===== config.mk =====
export PLATFORM = sky130hd
export DESIGN_NAME = shiftout_arbiter
export DESIGN_NICKNAME = d
export VERILOG_FILES = /design/src/rtl/shiftout_arbiter.sv
export SDC_FILE = /design/constraint.sdc
export NUM_CORES = 1
export LEC_CHECK = 0
export ABC_AREA = 1
export BUFFER_PORTS_ARGS = -buffer_cell sky130_fd_sc_hd__buf_2
export CAP_MARGIN = 20
export CORE_ASPECT_RATIO = 0.6
export CORE_UTILIZATION = 44
export DETAILED_ROUTE_END_ITERATION = 10
export PLACE_DENSITY = 0.87
export REMOVE_ABC_BUFFERS = 1
export SETUP_SLACK_MARGIN = 0.02
export SYNTH_ARGS = -nofsm -noshare
export SYNTH_HDL_FRONTEND = slang
export SYNTH_SLANG_ARGS = --single-unit
export TNS_END_PERCENT = 100

===== constraint.sdc =====
create_clock -name clk_i -period 1.6 [get_ports clk_i]
set_input_delay 0 -clock clk_i [delete_from_list [all_inputs] [get_ports clk_i]]
set_output_delay 0 -clock clk_i [all_outputs]
set_load 0.01 [all_outputs]

===== src/rtl/shiftout_arbiter.sv =====
// Round-robin arbiter sharing one shiftout serializer between N_REQ requesters.
// The engine has no busy flag, so each transfer is held for a fixed SHIFT_CYCLES guard time.
module shiftout_arbiter #(
    parameter int WIDTH        = 16,
    parameter int N_REQ        = 4,
    parameter int GW           = 2,
    parameter int SHIFT_CYCLES = 40
) (
    input  logic                   clk_i,
    input  logic                   reset_i,
    input  logic [N_REQ-1:0]       req_i,
    input  logic [N_REQ*WIDTH-1:0] data_i,
    output logic [N_REQ-1:0]       ack_o,
    output logic                   busy_o,
    output logic [GW-1:0]          grant_o,
    output logic [WIDTH-1:0]       shift_data_o,
    output logic                   shift_rdy_o
);

    localparam logic [1:0] S_IDLE   = 2'd0;
    localparam logic [1:0] S_STROBE = 2'd1;
    localparam logic [1:0] S_WAIT   = 2'd2;
    localparam logic [1:0] S_ACK    = 2'd3;
    localparam int CW = $clog2(SHIFT_CYCLES + 1);

    logic [1:0]    state;
    logic [CW-1:0] cnt;
    logic [GW-1:0] last;
    logic          found;
    logic [GW-1:0] pick;

    // Search starts one past the last served requester, so it gets lowest priority next.
    always_comb begin
        found = 1'b0;
        pick  = '0;
        for (int i = 1; i <= N_REQ; i++) begin
            if (!found && req_i[(int'(last) + i) % N_REQ]) begin
                found = 1'b1;
                pick  = GW'((int'(last) + i) % N_REQ);
            end
        end
    end

    always_ff @(posedge clk_i) begin
        if (reset_i) begin
            state        <= S_IDLE;
            cnt          <= '0;
            last         <= GW'(N_REQ - 1);
            ack_o        <= '0;
            busy_o       <= 1'b0;
            grant_o      <= '0;
            shift_data_o <= '0;
            shift_rdy_o  <= 1'b0;
        end else begin
            ack_o <= '0;
            case (state)
                S_IDLE: begin
                    busy_o <= 1'b0;
                    if (found) begin
                        grant_o      <= pick;
                        shift_data_o <= data_i[int'(pick)*WIDTH +: WIDTH];
                        busy_o       <= 1'b1;
                        shift_rdy_o  <= 1'b1;
                        state        <= S_STROBE;
                    end
                end
                S_STROBE: begin
                    shift_rdy_o <= 1'b0;
                    cnt         <= CW'(SHIFT_CYCLES - 1);
                    state       <= S_WAIT;
                end
                S_WAIT: begin
                    if (cnt == '0) begin
                        ack_o <= N_REQ'(1) << grant_o;
                        state <= S_ACK;
                    end else begin
                        cnt <= cnt - 1'b1;
                    end
                end
                default: begin
                    last   <= grant_o;
                    busy_o <= 1'b0;
                    state  <= S_IDLE;
                end
            endcase
        end
    end

endmodule


Word-level counts from Yosys, hierarchy flattened
Index checks and enable logic that the tools add are counted.
Widths: inputs -> output; s select.
Word-level totals
  word-level logic and storage cells: 80
  output and inout port bits: 24
  register bits: 34
  input bits: 70
Operators by class
  bitwise gates (word level): 6
  equality and inequality tests: 5
  mux-type cells: 29
  reductions and logical operators: 21
  add/subtract/negate cells: 5
  $lt $le $gt $ge: 4
  shift operators: 2
Operators with widths (number)
  $shiftx 64x7->16: 1
  $lt 3x4->1 const B: 4
  $mux 1: 14
  $mux 2: 6
  $pmux 6 s2: 1
  $reduce_or 2->1: 5
  $bmux 1 s2: 4
  $reduce_and 2->1: 4
  $logic_not 6->1: 1
  $mux 6: 1
  $ne 2x2->1 const B: 3
  $pmux 2 s3: 1
  $reduce_or 3->1: 2
  $sub 6x1->6 const B: 1
  $add 2x1->2 const B: 2
  $add 2x2->2 const B: 2
  $and 1x1->1 const A: 4
  $pmux 1 s2: 2
  $reduce_bool 2->1: 2
  $shl 1x2->4 const A: 1
  $logic_and 1x1->1: 3
  $logic_not 1->1: 3
  $eq 2x1->1 const B: 1
  $eq 2x2->1 const B: 1
  2 further kinds: 3

Longest topological paths before layout
  depth in word-level cells: 18
  mapped depth: 17

Worst setup path after synthesis
OpenSTA, ideal clock, no wires.
  path kind: reg2reg
  start: reg last[1]
  end: reg shift_data_o[10]
  buffers on the path: 2
  path slack: -0.021 ns
  library setup time: 0.113 ns
  clock period less this slack: 1.621 ns
  data arrival time: 1.508 ns
  cell stages (with the launch flop): 17
  required time: 1.487 ns
  cell sequence: dfxtp_1 -> buf_4 -> inv_2 -> nand2_2 -> nand2_2 -> nand2_1 -> nand2_1 -> inv_2 -> nand2_1 -> nor2_2 -> nand2_1 -> nand2_2 -> nor2_1 -> buf_6 -> nand3_1 -> nand2_1 -> nor2_1
On the way
  word-level cells in the longest chain between the ends: 15
  elaborated cells between the ends (all ways): 32
  classes of those cells: 4 x add/sub; 1 x shift; 20 x mux; 7 x reduce/logical
Ends and longest elaborated chain
  start: declaration: line 28  | logic [GW-1:0] last;
  start signal: assignment: line 48  | last <= GW'(N_REQ - 1);
  start signal: assignment: line 81  | last <= grant_o;
  $add 2x1->2: line 37, 39
  $bmux 1 s2: line 37  | if (!found && req_i[(int'(last) + i) % N_REQ]) begin
  $mux 1 (not written as such) (2 in series): line 37
  $mux 1: line 37
  $logic_not 1->1: line 37
  $logic_and 1x1->1: line 37
  $mux 1: line 37
  $logic_not 1->1: line 37
  $logic_and 1x1->1: line 37
  $mux 1: line 37
  $logic_not 1->1: line 37
  $logic_and 1x1->1: line 37
  $mux 2 or $mux 1 (tied branches): line 37
  $shiftx 64x7->16 or $reduce_and 2->1 (tied branches)
  end signal: assignment: line 61  | shift_data_o <= data_i[int'(pick)*WIDTH +: WIDTH];
  end: declaration: line 16  | output logic [WIDTH-1:0] shift_data_o,
Parallel ways exist; a longest one is shown, timed or not. The select of a mux whose other input is x is not followed.
A chain may end at the register's enable or synchronous reset.

Worst setup path after layout
  start: reg last[0]
  end: reg shift_data_o[5]
The elaborated chain is that of the path after synthesis.

==> impl_metrics.tcl <==
set metrics [dict create \
    grt.overflow.total 0 \
    worstPathRequired_ns 1.79 \
    die_h_microns 57.8 \
    start_kind "register" \
    drtPass1Iterations 5 \
    finalCoreUtilization_pct 69.4 \
    maxCapViolCount 0 \
    syn_to_final_growth_pct 45.4 \
    initial_utilization_pct 47.7 \
    synthFlopType "dfxtp_1" \
    setup_violations 21 \
    cts_buffer_depth 2 \
    ys_warn_count 0 \
    slew_violations 0 \
    wl_per_cell_microns 13.6 \
    layout-drive-gt1-share_pct 36.9 \
    power_density_mw_per_mm2 1980 \
    p_leak_nw 1.88 \
    crit_type "register to register" \
    post-dp-hpwl_mm 4.74 \
    netlist_area_sq_mm 0.00228 \
    globalplace.congestion 0.894 \
    setup_tns_ns -4.75 \
    cts_sinks 34 \
    ys_seq_area_share_pct 29.8 \
    htreeDepth 2 \
    ir_worst_vdd_v 0.000986 \
    cp_common_cell "nand2_2" \
    route.detailed.drc 0 \
    synth-seq-cells 34 \
    worstPathCellList "buf_12 > inv_8 > nand2_2 > nand2_2 > nand2_2 > nand2_2 > nand2_1 > nand2_2 > nor2_4 > nand2_4 > nand2_4 > inv_4 > buf_12 > nand2_1 > nand2_1 > nor2_1 > nor2_1" \
    viasPerCell 5.19 \
    clk_pin_slew_ns 0.08 \
    cts_tree "built" \
    cp_max_fo 10 \
    clock_latency_ns 0.30 \
    track_usage_pct 24.0 \
    synth_top_cell_by_area "dfxtp_1" \
    synth_edf_count 0 \
    numCtsBuffers 5 \
    grt_pass1_wl_mm 10.3 \
    cp_slowest_cell "dfxtp_2" \
    min_period_ns 1.94 \
    timing.fmax_mhz 514 \
    synth_top_area_share_pct 29.8 \
    status "finished, violations left" \
    critPathMaxStageDelay_ns 0.34 \
    clock-skew-final_ns 0.00691 \
    final_nets 576 \
    drt_iter0_drc 214 \
    cp.arrival_ns 2.14 \
    fp.dieArea_sq_mm 0.00549 \
    synth.most_common_cell "nand2_1" \
    clockRootBuffer "clkbuf_8" \
    grt_setup_unrepaired "yes" \
    die_w_microns 95.0 \
    syn-instance-count 384 \
    synth_common_cells "nand2_1 (120), nor2_1 (69), inv_1 (44), nand3_1 (42), dfxtp_1 (34)" \
    yosys-top-cells-area "dfxtp_1 (30%), nand2_1 (20%), nor2_1 (11%)" \
    violations "negative setup slack" \
    avgSynthCellArea_sq_um 5.94 \
    antenna_left 0 \
    synth_cell_types 27 \
    relSlewSlack_pct 63.8 \
    core_area_sq_mm 0.00478 \
    hold_class "input pin to register" \
    post-place-ws_ns -0.179 \
    end_kind "register" \
    io_pins 94 \
    antenna_cells 0 \
    finalHoldViolations 0 \
    via_count 2928 \
    fin_ws_ns -0.344 \
    hold_ws_ns 0.0153 \
    synthArstFlopShare_pct 0 \
    critPathTopFamily "simple AND/OR/NAND/NOR gates" \
    drt-total-wl_mm 7.65 \
    grt_max_degree 27 \
    std_cell_rows 19 \
    grt_pass1_vias 2444 \
    port_buffers 93 \
    tightest_slew_ns 0.543 \
    ctsHoldBuffers 0 \
    power_mw 6.58 \
    antenna_found_initial 0 \
    crit_buf_inv 4 \
    finalCritPeriodShare_pct 122 \
]
## where the power goes
group          leakage, nW  switching [mW]  internal (mW)
clock network       0.0579           0.353          0.459
logic                 1.54            2.50           1.89
registers            0.281           0.216           1.16
total                 1.88            3.07           3.51
## cell usage in the layout (no fill, tap or decap), types with 2 or more instances in the layout
cell	instances
clkinv_2	2
o21ai_0	5
a21oi_1	11
ha_1	6
clkbuf_8	5
inv_4	2
buf_2	93
nand3_1	41
nor3_1	2
buf_12	6
dfxtp_1	30
nand2_2	22
buf_4	21
nand2_1	102
nand4_1	4
nand2_4	9
nor2_1	66
nor2_4	4
inv_1	42
inv_2	4
dfxtp_2	3
o21ai_1	2
buf_6	3
## final timing paths
kind              start               to  slack (ns)  depth (start not counted)
max             last[0]  shift_data_o[5]       -0.34                         17
min          data_i[41]  shift_data_o[9]        0.02                          5
max reg2reg     last[0]  shift_data_o[5]       -0.34                         17
min reg2reg      cnt[5]           cnt[5]        0.50                          2
## logic make-up (layout without fill, tap and decap cells)
family                     count (synthesis)  after routing  synth area share, %
AOI/OAI and AO/OA                         23             23                 5.71
buffers and inverters                     65            182                 13.1
DFF                                       34             34                 29.8
and+or+nand+nor                          256            256                 48.1
adders and majority gates                  6              6                 3.29
## final cells by class
| cell class | count | area [sq um] |
|---|---|---|
| Inverter | 49 | 196 |
| Clock inverter | 3 | 40.0 |
| Timing Repair Buffer | 125 | 817 |
| Multi-Input combinational cell | 285 | 1430 |
| Fill cell | 390 | 1460 |
| Tap cell | 63 | 78.8 |
| Sequential cell | 34 | 688 |
| Clock buffer | 5 | 68.8 |
## through the flow
stage	area, sq um	instances
after global routing	3320	564
after global placement	2980	549
after detailed placement	2980	549
final	3320	564
after floorplan	2170	368
after CTS	3150	561
## sequential cells by signal, summed over array words and instances, names as in the netlist
name and count:
shift_data_o 16, cnt 6, ack_o 4, grant_o 2, last 2, state 2
busy_o 1, shift_rdy_o 1
## repair_timing
action / in CTS / in global routing
gates resized for setup: 10 / 43
pin swaps: 1 / 9
endpoints found under the setup margin: 21 / 26
gates cloned: 0 / 2
setup buffers: 4 / 2
## per-layer routing
layer	GRT usage, %	part of all wire [%]
met3	5.51	8.6
met4	8.87	3.2
met2	40.4	46
met1	30.3	42
met5	0	0
## tightest hold or removal path: stages
cell     delay (ns)
buf_2          0.08
nand2_1        0.05
nand2_1        0.05
nor2_1         0.03
nor2_1         0.08
No activity file was read; power rests on OpenSTA's default activity.
